===== config.mk =====
export PLATFORM = sky130hd
export DESIGN_NAME = flopr
export DESIGN_NICKNAME = d
export VERILOG_FILES = /design/src/rtl/flopr.sv
export SDC_FILE = /design/constraint.sdc
export NUM_CORES = 1
export LEC_CHECK = 0
export ABC_CLOCK_PERIOD_IN_PS = 2200
export BUFFER_PORTS_ARGS = -buffer_cell sky130_fd_sc_hd__clkbuf_2
export CAP_MARGIN = 5
export CORE_AREA = 2 2 39 41
export DETAILED_ROUTE_END_ITERATION = 10
export DIE_AREA = 0 0 41 43
export PLACE_DENSITY = 0.51
export SLEW_MARGIN = 20
export SYNTH_ARGS = -nofsm -noshare
export SYNTH_HDL_FRONTEND = slang
export SYNTH_SLANG_ARGS = --single-unit

===== constraint.sdc =====
create_clock -name clk -period 2.2 [get_ports clk]
set_clock_uncertainty 0.1 [all_clocks]
set_input_delay 0.11 -clock clk [delete_from_list [all_inputs] [get_ports clk]]
set_output_delay 0.11 -clock clk [all_outputs]
set_load 0.02 [all_outputs]

===== src/rtl/flopr.sv =====
// Parameterized pipeline register: async active-low reset, synchronous clear
// (bubble) and load enable (stall). q comes straight from the storage flops.
module flopr #(
  parameter int unsigned      WIDTH     = 8,
  parameter logic [WIDTH-1:0] RESET_VAL = '0,
  parameter logic [WIDTH-1:0] CLEAR_VAL = '0
) (
  input  logic             clk,
  input  logic             reset,
  input  logic             en,
  input  logic             clr,
  input  logic [WIDTH-1:0] d,
  output logic [WIDTH-1:0] q
);

  if (WIDTH == 0 || WIDTH > 1024) begin : g_width_illegal
    $error("flopr: WIDTH=%0d is outside the legal range 1..1024", WIDTH);
  end

  logic [WIDTH-1:0] q_q;
  logic [WIDTH-1:0] q_d;

  // Conditional operators rather than if/else so an X on clr or en merges
  // into q_d instead of silently selecting one branch.
  assign q_d = clr ? CLEAR_VAL : (en ? d : q_q);

  always_ff @(posedge clk or negedge reset) begin
    if (!reset) begin
      q_q <= RESET_VAL;
    end else begin
      q_q <= q_d;
    end
  end

  assign q = q_q;

  // Clear wins over enable whatever en is doing.
  property p_clear;
    @(posedge clk) disable iff (!reset)
      clr |=> (q == CLEAR_VAL);
  endproperty
  a_clear: assert property (p_clear)
    else $error("flopr: clear did not load CLEAR_VAL");

  property p_capture;
    @(posedge clk) disable iff (!reset)
      (!clr && en) |=> (q == $past(d));
  endproperty
  a_capture: assert property (p_capture)
    else $error("flopr: enabled edge did not capture d");

  property p_hold;
    @(posedge clk) disable iff (!reset)
      (!clr && !en) |=> (q == $past(q));
  endproperty
  a_hold: assert property (p_hold)
    else $error("flopr: stalled edge changed q");

  // Reset is asynchronous, so q must already show RESET_VAL at either clock edge.
  property p_reset_pos;
    @(posedge clk) !reset |-> (q == RESET_VAL);
  endproperty
  a_reset_pos: assert property (p_reset_pos)
    else $error("flopr: q not at RESET_VAL while reset asserted");

  property p_reset_neg;
    @(negedge clk) !reset |-> (q == RESET_VAL);
  endproperty
  a_reset_neg: assert property (p_reset_neg)
    else $error("flopr: q not at RESET_VAL while reset asserted");

endmodule


== Word-level counts from Yosys, hierarchy flattened ==
Cells that the tools add are included.
Cells by class
  equal/unequal tests: 0
  reductions and logical operators: 1
  multiplexer cells: 2
  shift operators: 0
  multipliers: 0
  div/mod/pow operators: 0
  bitwise logic cells: 0
  add/sub/neg operators: 0
  $lt $le $gt $ge: 0
Operator list (number)
  8-bit two-way mux: 2
  2-bit nonzero test: 1
Word-level totals
  input port bits: 12
  word-level logic and storage cells: 4
  output and inout bits: 8
  memories: 0
  register bits after elaboration: 8
  ROM bits: 0
  latch bits: 0
  memory bits (writable): 0

== Logic depth before layout (Yosys ltp) ==
  depth after elaboration: 2
  depth in mapped cells: 3
  depth with buffers taken out: 2

== Least setup slack after synthesis ==
Ideal clock, no wire load.
  path type: flip-flop to flip-flop
  start point: register q[0] (netlist name)
  end point: register q_q[0], in the netlist q[0]
  data required time: 1972 ps
  path buffers: 0
  library setup time: 128 ps
  stages on the path, launching flop included: 3
  arrival: 613 ps
  period minus slack after synthesis: 841 ps
  path slack: 1359 ps
  cell sequence: dfrtp_1 -> mux2i_1 -> nor2_1
RTL lines
  end signal: assignment: RTL line 31  | q_q <= q_d;
  end: declaration: RTL line 20  | logic [WIDTH-1:0] q_q;

== Worst setup path after layout ==
  start point: register q_q[0], in the netlist q[0]
  end point: output port q[0]
RTL lines
  end: declaration: RTL line 13  | output logic [WIDTH-1:0] q
No word-level cell between the ends.

==> impl_summary.txt <==
----------------------------------------------------
[Outcome]
  Run status ... finished clean

[Setup path]
  Critical-path cell with the highest stage delay ... sky130_fd_sc_hd__dfrtp_1
  Number of cells traversed by the worst register-to-register path ... 2
  Largest stage delay on the critical path ... 0.38 ns
  Nature of the critical path endpoint ... primary output
  Critical path launch point type ... flop
  Crit path kind ... flop to primary output
  Required time of the critical path ... 1.99 ns
  Cells along the critical path ... clkbuf_2
  Worst endpoint data arrival time ... between 0.7 and 0.8 ns
  Worst-path maximum fanout ... 2
  Critical path depth in cells ... 1
  Kind of cell adding the most delay to the critical path ... flip-flops
  Worst path bufs/invs ... 1

[Logic synthesis]
  Post-synthesis sequential area ratio ... 61.5%
  Dominant register cell in the synthesized netlist ... sky130_fd_sc_hd__dfrtp_1
  Average cell area after synthesis ... between 10 and 15 um^2
  Synth Warn # ... 0
  Synthesized area ... 325 um^2
  Leading post-synthesis cells by cell area ... sky130_fd_sc_hd__dfrtp_1 (62%), sky130_fd_sc_hd__mux2i_1 (25%), sky130_fd_sc_hd__nor2_1 (9.2%)
  Number of storage elements in the synthesis netlist ... 8
  Post-synth top area share ... approximately 62%
  Fraction of registers with async set or reset after synthesis ... 100%
  EDFF count, synth ... 0
  Number of cells produced by synthesis ... 26
  Top cells by instance count after synthesis ... sky130_fd_sc_hd__dfrtp_1 (8), sky130_fd_sc_hd__mux2i_1 (8), sky130_fd_sc_hd__nor2_1 (8), sky130_fd_sc_hd__buf_1 (1), sky130_fd_sc_hd__buf_6 (1)
  Syn nets ... 38
  Post-synth top area cell ... sky130_fd_sc_hd__dfrtp_1
  Number of distinct library cell variants in the gate-level netlist after synthesis ... 5

[Timing]
  Fin. max-slew vios ... 0
  Final hold violation count ... 0
  Accumulated negative setup slack ... 0 ns
  Normalized max-slew margin ... 82.9%
  Post-layout min period ... between 0.9 and 1 ns
  Number of endpoints failing setup at the final stage ... 0
  Minimum hold slack ... 0.00781 ns
  Final cycle utilization of the critical path ... between 40% and 50%
  Fmax ... 1000 MHz
  Tightest Pin Transition ... 0.257 ns
  Unrepaired setup endpoints after global routing ... no

[Global route]
  Most utilized layer in the global route result ... met1
  Largest net degree at the start of global routing ... 9
  Routing usage on met1 ... a little under an eighth
  Met3 routing resource usage after global routing ... under 10%
  Wire length of the first global-routing pass ... approximately 900 um
  Vias in the first global route ... 225
  Met2 GRT Util ... 9.38%
  Antenna violations before repair ... 0
  Remaining Overflow, GRT ... 0
  Overall global routing resource usage ... 8.31%

[Drt]
  Routed vias/inst ... 3.92
  Final Routed Wirelength ... roughly 670 um
  Detail Route Antenna Nets ... 0
  Detailed-router iteration count before antenna repair ... 3
  Routed wire per std cell ... 10.7 um
  Number of design-rule violations left by the first detailed-router iteration ... 2
  Vias after detailed routing ... 247
  DRC ... 0

[Die]
  Overall die width ... 41 um
  Std-Cell Core Area ... 1380 um^2
  Effective utilization at floorplan ... 23.5%
  Die ar. ... 1760 um^2
  I/O pin cnt ... 20
  Std cell rows ... 14
  Die Y ... around 43 um

[Clock tree]
  Number of buffers created by CTS ... 3
  CTS root buf ... sky130_fd_sc_hd__clkbuf_4
  Sink Count ... 8
  Max Root-Sink Buffers ... 2
  Clock slew seen by the registers of the worst setup and hold paths ... 0.05 ns
  CTS tree ... yes
  Cells resized by post-CTS repair ... 0
  Clock network latency to the later pin of the worst-skew pair ... 0.25 ns
  Number of levels the H-tree was split into ... 1

[Final layout]
  Area grow syn2layout ... 40.8%
  N_diodes ... 0
  Number of nets at the end of the flow ... between 60 and 70
  Non-filler cells in the finished layout ... 63
  Utilization of the core after routing ... 33.1%
  Max FFs per register ... 8
  Fraction of layout instances using a drive strength above 1 ... 46.8%

[Power and ir drop]
  Internal ... 0.240 mW
  Power per cell area ... around 700 nW/um^2
  Sequential share of power ... about half
  Psw ... 0.0801 mW
  Switching power share of the total ... between 20% and 30%
  Power, Total ... 0.320 mW
  Worst supply voltage drop on vdd ... 260 uV
  Logic gate share of total power ... roughly 16%
  Leak Pwr ... 0.267 nW
  Fraction of power consumed by the clock network ... between 30% and 40%

[Placement]
  Number of placed instances with taps included ... 59
  Last weighted congestion value of the routability-driven placer ... 0.626
  Port Buf Inserts ... 19

[Job]
  Max-Cap Viols ... 0

[Min path]
  Hold path cells ... 3
  Path class of the lowest-slack min-delay path ... input port to flop

----------------------------------------------------
## power groups by stage
stage	Combinational, mW	Clock (mW)	Sequential [mW]
after floorplan	0.0186	0	0.173
after global placement	0.0502	0	0.162
after global routing	0.0565	0.115	0.160
after CTS	0.0521	0.114	0.160
final	0.0512	0.109	0.160
after detailed placement	0.0504	0	0.162
## kinds of logic (layout without fill, tap and decap cells)
family,Yosys count,count (layout),share of synthesized area [%]
multiplexers,8,8,24.6
AND/OR/NAND/NOR,8,8,9.23
flip-flops,8,8,61.5
buffers and inverters,2,23,4.61
## cell type report
| cell class | count | area, um^2 |
|---|---|---|
| fill | 143 | 926 |
| clock buffer | 3 | 22.5 |
| sequential | 8 | 200 |
| multi-input combinational | 16 | 110 |
| timing repair buffer | 20 | 105 |
| tap | 16 | 20.0 |
## path summary, 6_finish.rpt
| check | startpoint | to | slack, ns |
|---|---|---|---|
| worst max-delay path | q[0]$_DFFE_PN0P_ | q[0] | 1.20 |
| worst min-delay path | d[4] | q[4]$_DFFE_PN0P_ | 0.008 |
| worst max register to register | q[6]$_DFFE_PN0P_ | q[6]$_DFFE_PN0P_ | 1.42 |
| worst min register to register | q[4]$_DFFE_PN0P_ | q[4]$_DFFE_PN0P_ | 0.41 |
| max in group asynchronous | reset | q[6]$_DFFE_PN0P_ | 1.69 |
| min in group asynchronous | reset | q[4]$_DFFE_PN0P_ | 0.14 |
## through the flow
stage,instance area (um^2),worst slack [ns]
2_1_floorplan,325,1.36
3_3_place_gp,425,1.34
3_5_place_dp,425,1.34
4_1_cts,458,1.19
5_1_grt,458,1.18
6_report,458,1.20
## layer usage
metal,wire [um],vias up
li1,-,128
met1,302,109
met2,309,10
met3,58,0
met4,0,0
met5,0,-
## timing repair
item                                    in CTS  in global routing
endpoints found under the setup margin       0                  0
hold buffers                                 1                  0
hold endpoints to repair                     8                  0
setup buffers                                0                  0
## tightest hold or removal path: cells and delay by family
kind                   cells  cell delay [ns]
buffers and inverters      1             0.07
and+or+nand+nor            1             0.08
muxes                      1             0.06
## placed cells by master, fill, tap and decap left out, drive strengths merged
cell | synthesis | routed
clkbuf | 0 | 22
nor2 | 8 | 8
mux2i | 8 | 8
dlygate4sd3 | 0 | 1
dfrtp | 8 | 8
Note: power is estimated with default switching activity, not from simulation.
